<file path="src/rtl/pe_model_pkg.sv">
// Shared types and helpers for the behavioural PE model: FSM states,
// control-word field layout and a signed saturating adder.
package pe_model_pkg;

  typedef enum logic [1:0] {
    IDLE    = 2'd0,
    LOAD    = 2'd1,
    COMPUTE = 2'd2,
    WB      = 2'd3
  } state_t;

  localparam int unsigned SAT_CALC_W = 64;

  // Control word layout, MSB to LSB: {pe_id, valid, namespace_id}
  function automatic int unsigned ctrl_width(input int unsigned pe_w, input int unsigned ns_w);
    return pe_w + 1 + ns_w;
  endfunction

  function automatic int unsigned ctrl_valid_pos(input int unsigned ns_w);
    return ns_w;
  endfunction

  function automatic int unsigned ctrl_pe_lsb(input int unsigned ns_w);
    return ns_w + 1;
  endfunction

  // Operands arrive sign-extended to SAT_CALC_W; result clamps to a w-bit signed range
  function automatic logic [SAT_CALC_W-1:0] sat_add(input logic [SAT_CALC_W-1:0] a,
                                                    input logic [SAT_CALC_W-1:0] b,
                                                    input int unsigned w);
    logic signed [SAT_CALC_W-1:0] sum;
    logic signed [SAT_CALC_W-1:0] max_v;
    logic signed [SAT_CALC_W-1:0] min_v;
    sum   = $signed(a) + $signed(b);
    max_v = $signed((SAT_CALC_W'(1) << (w - 1)) - SAT_CALC_W'(1));
    min_v = -max_v - SAT_CALC_W'(1);
    if (sum > max_v) return max_v;
    if (sum < min_v) return min_v;
    return sum;
  endfunction

endpackage

</file>
<file path="src/rtl/pe_acc_bank.sv">
// Per-namespace accumulator array with synchronous clear and a single read port.
// Saturating accumulation when PE_MODEL_SATURATE_EN is defined, wrapping otherwise.
module pe_acc_bank
  import pe_model_pkg::*;
#(
  parameter int unsigned DATA_WIDTH      = 16,
  parameter int unsigned NUM_NAMESPACES  = 4,
  parameter int unsigned NAMESPACE_WIDTH = 2
) (
  input  logic                       clk,
  input  logic                       rst,
  input  logic                       clear,
  input  logic                       we,
  input  logic [NAMESPACE_WIDTH-1:0] ns,
  input  logic [DATA_WIDTH-1:0]      din,
  input  logic [NAMESPACE_WIDTH-1:0] rd_idx,
  output logic [DATA_WIDTH-1:0]      rd_data
);

  logic [DATA_WIDTH-1:0] acc [NUM_NAMESPACES];

  function automatic logic [DATA_WIDTH-1:0] acc_add(input logic [DATA_WIDTH-1:0] a,
                                                     input logic [DATA_WIDTH-1:0] b);
`ifdef PE_MODEL_SATURATE_EN
    return DATA_WIDTH'(sat_add(SAT_CALC_W'($signed(a)), SAT_CALC_W'($signed(b)), DATA_WIDTH));
`else
    return a + b;
`endif
  endfunction

  always_ff @(posedge clk or posedge rst) begin
    if (rst) begin
      for (int i = 0; i < NUM_NAMESPACES; i++) acc[i] <= '0;
    end else if (clear) begin
      for (int i = 0; i < NUM_NAMESPACES; i++) acc[i] <= '0;
    end else if (we) begin
      for (int i = 0; i < NUM_NAMESPACES; i++) begin
        if (ns == NAMESPACE_WIDTH'(i)) acc[i] <= acc_add(acc[i], din);
      end
    end
  end

  // Read mux; indices beyond the array read as zero
  always_comb begin
    rd_data = '0;
    for (int i = 0; i < NUM_NAMESPACES; i++) begin
      if (rd_idx == NAMESPACE_WIDTH'(i)) rd_data = acc[i];
    end
  end

endmodule

</file>
<file path="src/rtl/pe_model_multi.sv">
// Behavioural compute-PE stand-in: load / fixed-latency compute / flow-controlled writeback.
// Define PE_MODEL_SATURATE_EN for signed saturating accumulation (wraps by default).
module pe_model_multi
  import pe_model_pkg::*;
#(
  parameter int unsigned DATA_WIDTH      = 16,
  parameter int unsigned PE_ID           = 0,
  parameter int          PE_INDEX        = 0,
  parameter int unsigned NAMESPACE_WIDTH = 2,
  parameter int unsigned PE_ID_WIDTH     = 2,
  parameter int unsigned NUM_NAMESPACES  = 4,
  parameter int unsigned LOAD_COUNT      = 4,
  parameter int unsigned COMPUTE_CYCLES  = 3,
  parameter int unsigned CTRL_PE_WIDTH   = ctrl_width(PE_ID_WIDTH, NAMESPACE_WIDTH)
) (
  input  logic                     ACLK,
  input  logic                     ARESET,
  input  logic                     START,
  input  logic [CTRL_PE_WIDTH-1:0] CTRL_PE,
  input  logic [DATA_WIDTH-1:0]    data_input,
  input  logic                     DATA_IO_DIR,
  output logic [DATA_WIDTH-1:0]    data_output,
  output logic                     DATA_INOUT_WB,
  output logic                     EOI,
  output logic                     EOC,
  output logic                     BUSY,
  output logic                     ERR
);

  localparam int unsigned VALID_POS = ctrl_valid_pos(NAMESPACE_WIDTH);
  localparam int unsigned PE_LSB    = ctrl_pe_lsb(NAMESPACE_WIDTH);
  localparam int unsigned LC_W      = $clog2(LOAD_COUNT + 1);
  localparam int unsigned CC_W      = $clog2(COMPUTE_CYCLES + 1);

  if (NUM_NAMESPACES < 1 || NUM_NAMESPACES > (1 << NAMESPACE_WIDTH) || LOAD_COUNT < 1 ||
      COMPUTE_CYCLES < 1 || PE_INDEX < 0 ||
      CTRL_PE_WIDTH != ctrl_width(PE_ID_WIDTH, NAMESPACE_WIDTH)) begin : g_bad_params
    $error("pe_model_multi: illegal parameter combination");
  end

  state_t                     state;
  logic [LC_W-1:0]            load_cnt;
  logic [CC_W-1:0]            comp_cnt;
  logic [NAMESPACE_WIDTH-1:0] wb_idx;

  logic [NAMESPACE_WIDTH-1:0] ns;
  logic [PE_ID_WIDTH-1:0]     pe;
  logic                       valid;
  logic                       accept;
  logic                       in_range;
  logic                       load_done;
  logic                       acc_clear;
  logic [DATA_WIDTH-1:0]      rd_data;

  assign ns        = CTRL_PE[NAMESPACE_WIDTH-1:0];
  assign valid     = CTRL_PE[VALID_POS];
  assign pe        = CTRL_PE[PE_LSB +: PE_ID_WIDTH];
  assign accept    = valid && (pe == PE_ID_WIDTH'(PE_ID)) && (state == LOAD);
  assign in_range  = 32'(ns) < NUM_NAMESPACES;
  assign load_done = (32'(load_cnt) + 32'd1) == LOAD_COUNT;
  assign acc_clear = (state == IDLE) && START;

  pe_acc_bank #(
    .DATA_WIDTH      (DATA_WIDTH),
    .NUM_NAMESPACES  (NUM_NAMESPACES),
    .NAMESPACE_WIDTH (NAMESPACE_WIDTH)
  ) u_acc_bank (
    .clk     (ACLK),
    .rst     (ARESET),
    .clear   (acc_clear),
    .we      (accept && in_range),
    .ns      (ns),
    .din     (data_input),
    .rd_idx  (wb_idx),
    .rd_data (rd_data)
  );

  // Writeback handshake mirrors host readiness directly
  assign data_output   = (state == WB) ? rd_data : '0;
  assign DATA_INOUT_WB = (state == WB) && DATA_IO_DIR;

  always_ff @(posedge ACLK or posedge ARESET) begin
    if (ARESET) begin
      state    <= IDLE;
      load_cnt <= '0;
      comp_cnt <= '0;
      wb_idx   <= '0;
      EOI      <= 1'b0;
      EOC      <= 1'b0;
      BUSY     <= 1'b0;
      ERR      <= 1'b0;
    end else begin
      EOI <= 1'b0;
      EOC <= 1'b0;
      case (state)
        IDLE: begin
          if (START) begin
            state    <= LOAD;
            BUSY     <= 1'b1;
            ERR      <= 1'b0;
            load_cnt <= '0;
            comp_cnt <= '0;
            wb_idx   <= '0;
          end
        end
        LOAD: begin
          if (accept) begin
            if (!in_range) ERR <= 1'b1;
            load_cnt <= load_cnt + LC_W'(1);
            if (load_done) begin
              state    <= COMPUTE;
              EOI      <= 1'b1;
              comp_cnt <= '0;
            end
          end
        end
        COMPUTE: begin
          if (32'(comp_cnt) == COMPUTE_CYCLES - 1) begin
            state <= WB;
            EOC   <= 1'b1;
          end else begin
            comp_cnt <= comp_cnt + CC_W'(1);
          end
        end
        WB: begin
          if (DATA_IO_DIR) begin
            if (wb_idx == NAMESPACE_WIDTH'(NUM_NAMESPACES - 1)) begin
              state <= IDLE;
              BUSY  <= 1'b0;
            end else begin
              wb_idx <= wb_idx + NAMESPACE_WIDTH'(1);
            end
          end
        end
        default: begin
          state <= IDLE;
          BUSY  <= 1'b0;
        end
      endcase
    end
  end

`ifdef SIMULATION
  always_ff @(posedge ACLK) begin
    if (!ARESET && accept)
      $display("pe_model_multi[%0d] pe_id=%0d ns=%0d data=%h", PE_INDEX, PE_ID, ns, data_input);
  end
`endif

endmodule

</file>
<file path="config.mk">
export PLATFORM = sky130hd
export DESIGN_NAME = pe_model_multi
export DESIGN_NICKNAME = d
export VERILOG_FILES = /design/src/rtl/pe_model_pkg.sv /design/src/rtl/pe_acc_bank.sv /design/src/rtl/pe_model_multi.sv
export SDC_FILE = /design/constraint.sdc
export NUM_CORES = 1
export LEC_CHECK = 0
export CORE_ASPECT_RATIO = 0.9
export CORE_MARGIN = 2
export CORE_UTILIZATION = 66
export DETAILED_ROUTE_END_ITERATION = 10
export GPL_TIMING_DRIVEN = 0
export HOLD_SLACK_MARGIN = 0.1
export MAX_ROUTING_LAYER = met4
export PLACE_DENSITY = 0.88
export SLEW_MARGIN = 5
export SYNTH_ARGS = -nofsm -noshare
export SYNTH_HDL_FRONTEND = slang
export SYNTH_SLANG_ARGS = --single-unit
</file>
<file path="constraint.sdc">
create_clock -name ACLK -period 4.5 [get_ports ACLK]
set_input_delay 1.35 -clock ACLK [delete_from_list [all_inputs] [get_ports ACLK]]
set_output_delay 1.35 -clock ACLK [all_outputs]
set_load 0.05 [all_outputs]
</file>
# Yosys cells after proc, flatten, opt, wreduce, memory -nomap -nowiden
# Cells that the tools add are included.
[op_classes]
n_addsub = 8
eq_ne = 19
muxes = 38
reduce_logical = 25
[op_table]
columns = ["operator", "n"]
rows = [
  ["16-bit 2-to-1 mux", 9],
  ["64-bit 2-to-1 mux", 2],
  ["16-bit adder", 4],
  ["2-bit 2-to-1 mux", 12],
  ["2-bit equality test (second input constant)", 7],
  ["2-bit != test (second input constant)", 7],
  ["2-bit nonzero test", 7],
  ["2-bit logical NOT", 4],
  ["1-bit 2-to-1 mux", 8],
  ["2-bit one-hot mux with 4 select lines", 1],
  ["2-bit AND reduction", 4],
  ["4-bit AND reduction", 2],
  ["2-bit by 1-bit equality test with 1-bit output (second input constant)", 3],
  ["3-bit 2-to-1 mux", 2],
  ["2-bit one-hot mux with 3 select lines", 1],
  ["3-bit one-hot mux with 2 select lines", 1],
  ["6-bit AND reduction", 1],
  ["5-bit AND reduction", 1],
  ["2-bit by 1-bit adder with 2-bit output (second input constant)", 2],
  ["3-bit by 1-bit adder with 4-bit output (second input constant)", 1],
  ["4-bit by 3-bit equality test with 1-bit output (second input constant)", 1],
  ["1-bit logical AND", 4],
  ["2-bit one-hot mux with 2 select lines", 1],
  ["3-bit by 1-bit adder with 3-bit output (second input constant)", 1],
  ["other kinds (4)", 4],
]
[totals]
ff_bits = 76
inputBits = 25
word_cells = 101

# Depth between registers and ports, before layout
# Gate-level depths: netlist (run 1).
[depth]
depth_word = 6
depth_mapped = 10

# By module
# Synthesis (run 1) repeated with hierarchy kept, for this count alone.
[hier_totals]
hier_cells = 779
area_unflattened_um2 = 6735.2
[modules_own_cells]
columns = ["mod", "instances", "cells_per_inst", "area_per_inst_um2", "seq_area_each_um2"]
rows = [
  ["pe_acc_bank", 1, 671, 5770.5, 1601.5],
  ["pe_model_multi", 1, 108, 964.7, 300.3],
]

# Worst setup path after synthesis (run 1)
# No wires, ideal clock.
[synth_path]
path_type = "flip-flop to output port"
start = "register wb_idx[1]"
end = "output port data_output[10]"
arrival_time_ns = 2.300
slack_ns = 0.850
path_stages_with_launch = 11
path_buffers = 2
cell_sequence = "dfrtp_1 -> inv_1 -> ha_1 -> clkbuf_1 -> clkbuf_1 -> nand2_1 -> nor2_1 -> a21oi_1 -> o21ai_0 -> nand2b_1 -> a21oi_1"
[synth_via]
elab_chain_cells = 6
word_cells_on_any_way = 9
cone_classes = "eq/ne: 3; mux: 5; reduce/logical: 1"
[synth_lines]
columns = ["item", "line_no", "source"]
rows = [
  ["start: declaration", "pe_model_multi.sv:44", "logic [NAMESPACE_WIDTH-1:0] wb_idx;"],
  ["start signal: assignment", "pe_model_multi.sv:131", "wb_idx <= wb_idx + NAMESPACE_WIDTH'(1);"],
  ["2-bit logical NOT", "pe_acc_bank.sv:47", "if (rd_idx == NAMESPACE_WIDTH'(i)) rd_data = acc[i];"],
  ["16-bit 2-to-1 mux (3 in a row)", "pe_acc_bank.sv:47", ""],
  ["16-bit 2-to-1 mux (*)", "pe_acc_bank.sv:47", ""],
  ["16-bit 2-to-1 mux (*)", "pe_model_multi.sv:79", "assign data_output = (state == WB) ? rd_data : '0;"],
  ["end: declaration", "pe_model_multi.sv:22", "output logic [DATA_WIDTH-1:0] data_output,"],
]
# Mark *: on every way between the ends. The rest lies on a longest branch, timed or not.

# Worst setup path in the final report (run 1)
[layout_path]
start = "register wb_idx[1]"
end = "output port data_output[4]"
# The elaborated chain is that of the path after synthesis.

==> results of run 1 <==
sequential cells by signal, indices dropped and copies added, names as in the netlist:
name	cells
u_acc_bank.acc	64
load_cnt	3
comp_cnt	2
state	2
wb_idx	2
BUSY	1
EOC	1
EOI	1
metal layers:
layer  vias to the layer above  track usage (%)
met2                       348             61.2
met1                      3294             47.6
met4                         0             17.9
met5                         -                -
met3                        84             5.98
li1                       3258                -
cell type report:
class	instances	area, sq um	area share (%)
clock inverters	3	15.0	0.195
repair buffers	44	447	5.82
well taps	129	161	2.10
plain buffers	39	156	2.04
clock buffers	12	236	3.08
inverters	26	100	1.30
flip-flops and latches	76	1900	24.8
multi-input cells	735	4660	60.7
power breakdown:
group | switching [mW] | internal, mW | total, mW | leakage [nW]
combinational | 1.40 | 0.845 | 2.25 | 2.21
sequential | 0.191 | 0.897 | 1.09 | 1.03
clock | 0.286 | 0.368 | 0.654 | 0.126
repair_timing:
item	in CTS	in global routing
endpoints found under the setup margin	14	15
hold buffers	0	0
gates resized for setup	22	11
through the flow:
| step | total power [mW] | area, sq um | util (%) |
|---|---|---|---|
| after floorplan | 2.69 | 6820 | - |
| after global placement | 3.15 | 7410 | 72.9 |
| after detailed placement | 3.27 | 7440 | 73.2 |
| after CTS | 3.93 | 7690 | 75.7 |
| after global routing | 4.26 | 7680 | 75.6 |
| final | 3.99 | 7680 | 75.6 |
cell usage after synthesis (2+ instances only):
master	n
o31ai_1	9
inv_1	26
a31o_2	3
mux2_2	2
nand3b_1	4
xor2_1	12
and4_1	3
a21o_1	20
nand3_1	18
nor3_1	18
nor3_2	2
dfrtp_1	76
nor2b_1	8
o211ai_1	8
ha_1	71
o2111ai_1	3
nor4_1	3
xnor2_1	21
nor2_1	70
and3_1	9
o21bai_1	2
fa_1	4
a211oi_1	25
o21ai_0	75
or3_1	10
nor4b_1	4
a22o_1	2
mux2i_1	7
a21oi_1	106
o21a_1	13
nand4_1	6
nor3b_1	2
a31oi_1	7
and2_1	4
or2_2	4
nand2_1	138
o2111a_1	2
nand2b_1	21
clkbuf_1	37
logic make-up (layout without fill, tap and decap cells):
group / after synthesis / count (layout) / share of synthesized area, %
buf+inv: 66 / 124 / 3.71
flops: 76 / 76 / 27.9
other cells: 1 / 1 / 0.0550
xor+xnor: 33 / 33 / 4.24
fa+ha+maj: 75 / 75 / 14.2
mux: 9 / 9 / 1.36
simple gates: 332 / 332 / 23.0
compound gates: 285 / 285 / 25.5
final timing paths:
path,endpoint,cells past startpoint,start,slack [ps]
min reg2reg,comp_cnt[0]$_DFFE_PP0P_,1,comp_cnt[0]$_DFFE_PP0P_,500
max in group asynchronous,EOI$_DFF_PP0_,3,ARESET,2630
max,data_output[4],8,wb_idx[1]$_DFFE_PP0P_,90
min in group asynchronous,u_acc_bank.acc[2]$_DFFE_PP0P_,2,ARESET,1300
min,comp_cnt[0]$_DFFE_PP0P_,1,comp_cnt[0]$_DFFE_PP0P_,500
max reg2reg,u_acc_bank.acc[32]$_DFFE_PP0P_,8,state[0]$_DFFE_PP0P_,1380
==> impl_metrics.py, run 1 <==
metrics = {
    "global_route": {
        "grt_pass1_vias": 6624,
        "grt_pass1_wl_mm": 32.7,
        "grt_max_degree": 61,
        "overflow": 0,
        "antenna_found_initial": 0,
        "grt.total_usage_pct": 38.0,
    },
    "synth": {
        "syn_inst": 877,
        "syn_area_per_cell_sq_um": 7.77,
        "synth_top_area_share_pct": 27.9,
        "ys_ff_latch": 76,
        "ys_top_cells_by_area": "dfrtp_1 28%, ha_1 13%, a21oi_1 7.8%",
        "yosysUniqueCellTypes": 61,
        "synth_top_area_cell": "dfrtp_1",
        "yosysSeqAreaShare_pct": 27.9,
        "synth_edf_count": 0,
        "yosysWarnings": 0,
        "synth_nets": 977,
        "ys_async_sr_fraction_pct": 100,
        "synthesis.area_sq_um": 6820,
        "dominantRegCellSynth": "dfrtp_1",
    },
    "routing": {
        "wl_met2_mm": 9.46,
        "drc": 0,
        "vias": 6984,
        "m1WireLength_mm": 8.59,
        "routed_wl_mm": 20.5,
        "wl_per_cell_microns": 19.2,
        "first_pass_iters": 7,
        "routed_via_density": 6.56,
        "highest_layer": "met4",
        "wl_met3_mm": 1.46,
        "drt-initial-drc-count": 706,
        "ant_nets": 0,
    },
    "min_path": {
        "hp-class": "reg2reg",
    },
    "clock_network": {
        "clock-sinks": 76,
        "cts_tree": "done",
        "clkLatencyLatePin_ps": 340,
        "cts.htree.levels": 3,
        "root_buffer": "clkbuf_16",
        "clkTransAtPathRegs_ps": 60,
        "numCtsBuffers": 9,
        "clk_path_buf_depth": 2,
        "cts_setup_buffers": 0,
    },
    "worst_setup_path": {
        "cpMaxStageDelayCell": "clkdlybuf4s50_1",
        "worst-path-buf-inv": 3,
        "path_class": "reg2out",
        "cp.arrival_ps": 3060,
        "crit_fanout": 10,
        "start_kind": "flop",
        "max_stage_delay_ps": 840,
        "cpLargestDelayFamily": "buffers and inverters",
        "critPathMostFrequentCell": "a21oi_1",
        "crit_required_ps": 3150,
        "path_cells": "inv_1 > ha_1 > clkbuf_2 > a21oi_1 > o21ai_0 > nand2b_1 > a21oi_1 > clkdlybuf4s50_1",
        "critPathCaptureType": "primary output",
    },
    "place": {
        "hpwlAfterDp_mm": 15.6,
        "pre_cts_slack_ps": 58.0,
        "gp_congestion": 1.03,
        "port_buffers": 43,
        "placedCellCount": 1050,
    },
    "floorplanning": {
        "fp-row-count": 35,
        "dieWidth_microns": 111,
        "core_sq_um": 10200,
        "initial_core_util_pct": 67.1,
        "pin_count": 46,
        "dieHeight_microns": 100,
        "die_area_sq_um": 11200,
    },
    "job": {
        "drv_cap": 0,
    },
    "power_and_ir_drop": {
        "irDropWorstVdd_v": 0.000342,
        "leakage_nw": 3.36,
        "power.density_nw_per_um2": 519,
    },
    "timing": {
        "worstMarginPinSlew_ps": 743,
        "tns_ps": 0,
        "hold_violations": 0,
        "drv_slew": 0,
        "fin_crit_ps": 4410,
        "fin_ws_ps": 85.6,
        "slew_headroom_pct": 50.4,
        "hold_ws_ps": 499,
        "rsz0062_at_grt": "false",
        "fmax_ghz": 0.227,
        "setup_violations": 0,
        "fin_crit_sh_pct": 98.1,
        "clock_skew_ps": 7.86,
    },
    "layout": {
        "fillerInstances": 785,
        "areaGrowthSynthToFinish_pct": 12.7,
        "stdcell_count": 1064,
        "final_common_cell": "nand2_1",
        "drive_gt1_share_pct": 5.13,
        "fin_nets": 1031,
        "final_cell_mix": "138 x nand2_1, 106 x a21oi_1, 76 x dfrtp_1, 75 x o21ai_0, 71 x ha_1",
        "antenna_cells": 0,
    },
    "outcome": {
        "outcome": "finished, final reports clean",
    },
}
No activity file was read; power rests on OpenSTA's default activity.
==> inputs of run 2 (changes only) <==
--- a/config.mk
+++ b/config.mk
@@ -7,12 +7,11 @@
 export LEC_CHECK = 0
 export CORE_ASPECT_RATIO = 0.9
 export CORE_MARGIN = 2
-export CORE_UTILIZATION = 66
+export CORE_UTILIZATION = 28
 export DETAILED_ROUTE_END_ITERATION = 10
 export GPL_TIMING_DRIVEN = 0
 export HOLD_SLACK_MARGIN = 0.1
 export MAX_ROUTING_LAYER = met4
-export PLACE_DENSITY = 0.88
 export SLEW_MARGIN = 5
 export SYNTH_ARGS = -nofsm -noshare
 export SYNTH_HDL_FRONTEND = slang
==> run 2 against run 1 <==
Effect of this change:
- sequential share of layout area shrank 0.86 points
- register-to-register slack got worse by 90 ps
- first-iteration DRC count shrank 24%
- worst setup slack improved by 28 ps
- wire length rose by 2.2%
- global-route usage fell by 21 points
- count of clock-buffer cells in the layout grew 1
- critical path depth unchanged
- maximum frequency increased by 0.64%
- total power is 0.21% higher
- sequential cell count is the same
- clock power rose by 9.8%
- critical path type unchanged
- largest cell class unchanged
- highest routed layer unchanged
==> impl_metrics.py, run 2 (synthesized netlist as in run 1, its figures left out) <==
metrics = {
    "timing": {
        "worstMarginPinSlew_ps": 767,
        "setup_violations": 0,
        "drv_slew": 0,
        "hold_ws_ps": 485,
        "tns_ps": 0,
        "clock_skew_ps": 8.86,
        "fin_crit_sh_pct": 97.5,
        "fmax_ghz": 0.228,
        "hold_violations": 0,
        "fin_ws_ps": 114,
        "rsz0062_at_grt": "false",
        "fin_crit_ps": 4390,
        "slew_headroom_pct": 48.6,
    },
    "clock_network": {
        "clk_path_buf_depth": 2,
        "numCtsBuffers": 9,
        "cts.htree.levels": 3,
        "holdBufCountCts": 0,
        "clock-sinks": 76,
        "clkLatencyLatePin_ps": 350,
        "clkTransAtPathRegs_ps": 60,
        "cts_tree": "done",
        "root_buffer": "clkbuf_16",
    },
    "layout": {
        "final_common_cell": "nand2_1",
        "largest_register_ffs": 64,
        "top_regs": "u_acc_bank.acc: 64 flops, load_cnt: 3 flops",
        "max_flop_register": "u_acc_bank.acc",
        "fin_nets": 1031,
        "drive_gt1_share_pct": 5.45,
        "areaGrowthSynthToFinish_pct": 16.7,
        "final_cell_mix": "138 x nand2_1, 106 x a21oi_1, 76 x dfrtp_1, 75 x o21ai_0, 71 x ha_1",
        "stdcell_count": 1244,
        "post-route-util_pct": 33.1,
        "design_area_sq_um": 7960,
        "antenna_cells": 0,
    },
    "routing": {
        "routed_via_density": 5.25,
        "routed_wl_mm": 20.9,
        "first_pass_iters": 5,
        "drc": 0,
        "vias": 6534,
        "wl_per_cell_microns": 16.8,
        "ant_nets": 0,
        "drt-initial-drc-count": 538,
    },
    "worst_setup_path": {
        "start_kind": "flop",
        "path_cells": "inv_1 > ha_1 > clkbuf_2 > a21oi_1 > o21ai_0 > nand2b_1 > a21oi_1 > clkdlybuf4s50_1",
        "critPathCaptureType": "primary output",
        "cpMaxStageDelayCell": "clkdlybuf4s50_1",
        "cp.arrival_ps": 3040,
        "max_stage_delay_ps": 830,
        "path_class": "reg2out",
        "crit_fanout": 10,
        "cpLargestDelayFamily": "buffers and inverters",
        "critPathMostFrequentCell": "a21oi_1",
        "crit_required_ps": 3150,
        "worst-path-buf-inv": 3,
    },
    "power_and_ir_drop": {
        "leakage_nw": 3.42,
        "p_total_mw": 4.00,
        "irDropWorstVdd_v": 0.000217,
        "power.density_nw_per_um2": 502,
    },
    "floorplanning": {
        "die_area_sq_um": 25600,
        "dieWidth_microns": 168,
        "dieHeight_microns": 152,
        "fp-row-count": 54,
        "pin_count": 46,
        "core_sq_um": 24100,
        "initial_core_util_pct": 28.3,
    },
    "global_route": {
        "grt_pass1_wl_mm": 33.5,
        "overflow": 0,
        "antenna_found_initial": 0,
        "grt.total_usage_pct": 17.2,
        "grt_max_degree": 54,
        "grt_pass1_vias": 6011,
    },
    "place": {
        "placedCellCount": 1229,
        "hpwlAfterDp_mm": 16.3,
        "gp_congestion": 0.925,
        "port_buffers": 43,
        "pre_cts_slack_ps": -90.8,
        "place_area_sq_um": 7660,
    },
    "min_path": {
        "hp-class": "reg2reg",
    },
    "outcome": {
        "outcome": "finished, final reports clean",
    },
    "job": {
        "drv_cap": 0,
    },
}
## run 2: power by group
group          switching, mW  total, mW  internal (mW)
clock                  0.313      0.718          0.405
combinational           1.35       2.19          0.843
sequential             0.188       1.08          0.896
total                   1.85       4.00           2.14
## run 2: final cells by class
class                           instances  area, sq um
Fill cell                            2576        16100
Tap cell                              308          385
Multi-Input combinational cell        735         4660
Timing Repair Buffer                   44          469
Clock buffer                           13          260
Inverter                               26          100
Sequential cell                        76         1900
Clock inverter                          3         21.3
Buffer                                 39          158
## run 2: final timing paths
kind                                    startpoint                             end  slack, ps  cells after the start
setup / recovery             wb_idx[1]$_DFFE_PP0P_                  data_output[2]        110                      8
hold / removal             comp_cnt[0]$_DFFE_PP0P_         comp_cnt[0]$_DFFE_PP0P_        490                      1
setup reg to reg              state[0]$_DFFE_PP0P_  u_acc_bank.acc[52]$_DFFE_PP0P_       1290                      8
hold reg to reg            comp_cnt[0]$_DFFE_PP0P_         comp_cnt[0]$_DFFE_PP0P_        490                      1
max in group asynchronous                   ARESET         load_cnt[1]$_DFFE_PP0P_       2570                      3
min in group asynchronous                   ARESET   u_acc_bank.acc[0]$_DFFE_PP0P_       1320                      2
## run 2: what timing repair did
action	in CTS	in global routing
gates resized for setup	27	10
setup endpoints to repair	16	8
hold endpoints to repair	0	0
setup buffers	0	0
## run 2: routing by layer
layer	vias to the layer above	global-route usage [%]	share of wire (%)
met1	3102	25.1	51
met3	16	2.53	4.5
met2	159	25.5	43
li1	3257	-	-
met4	0	2.91	1.0
met5	-	-	0
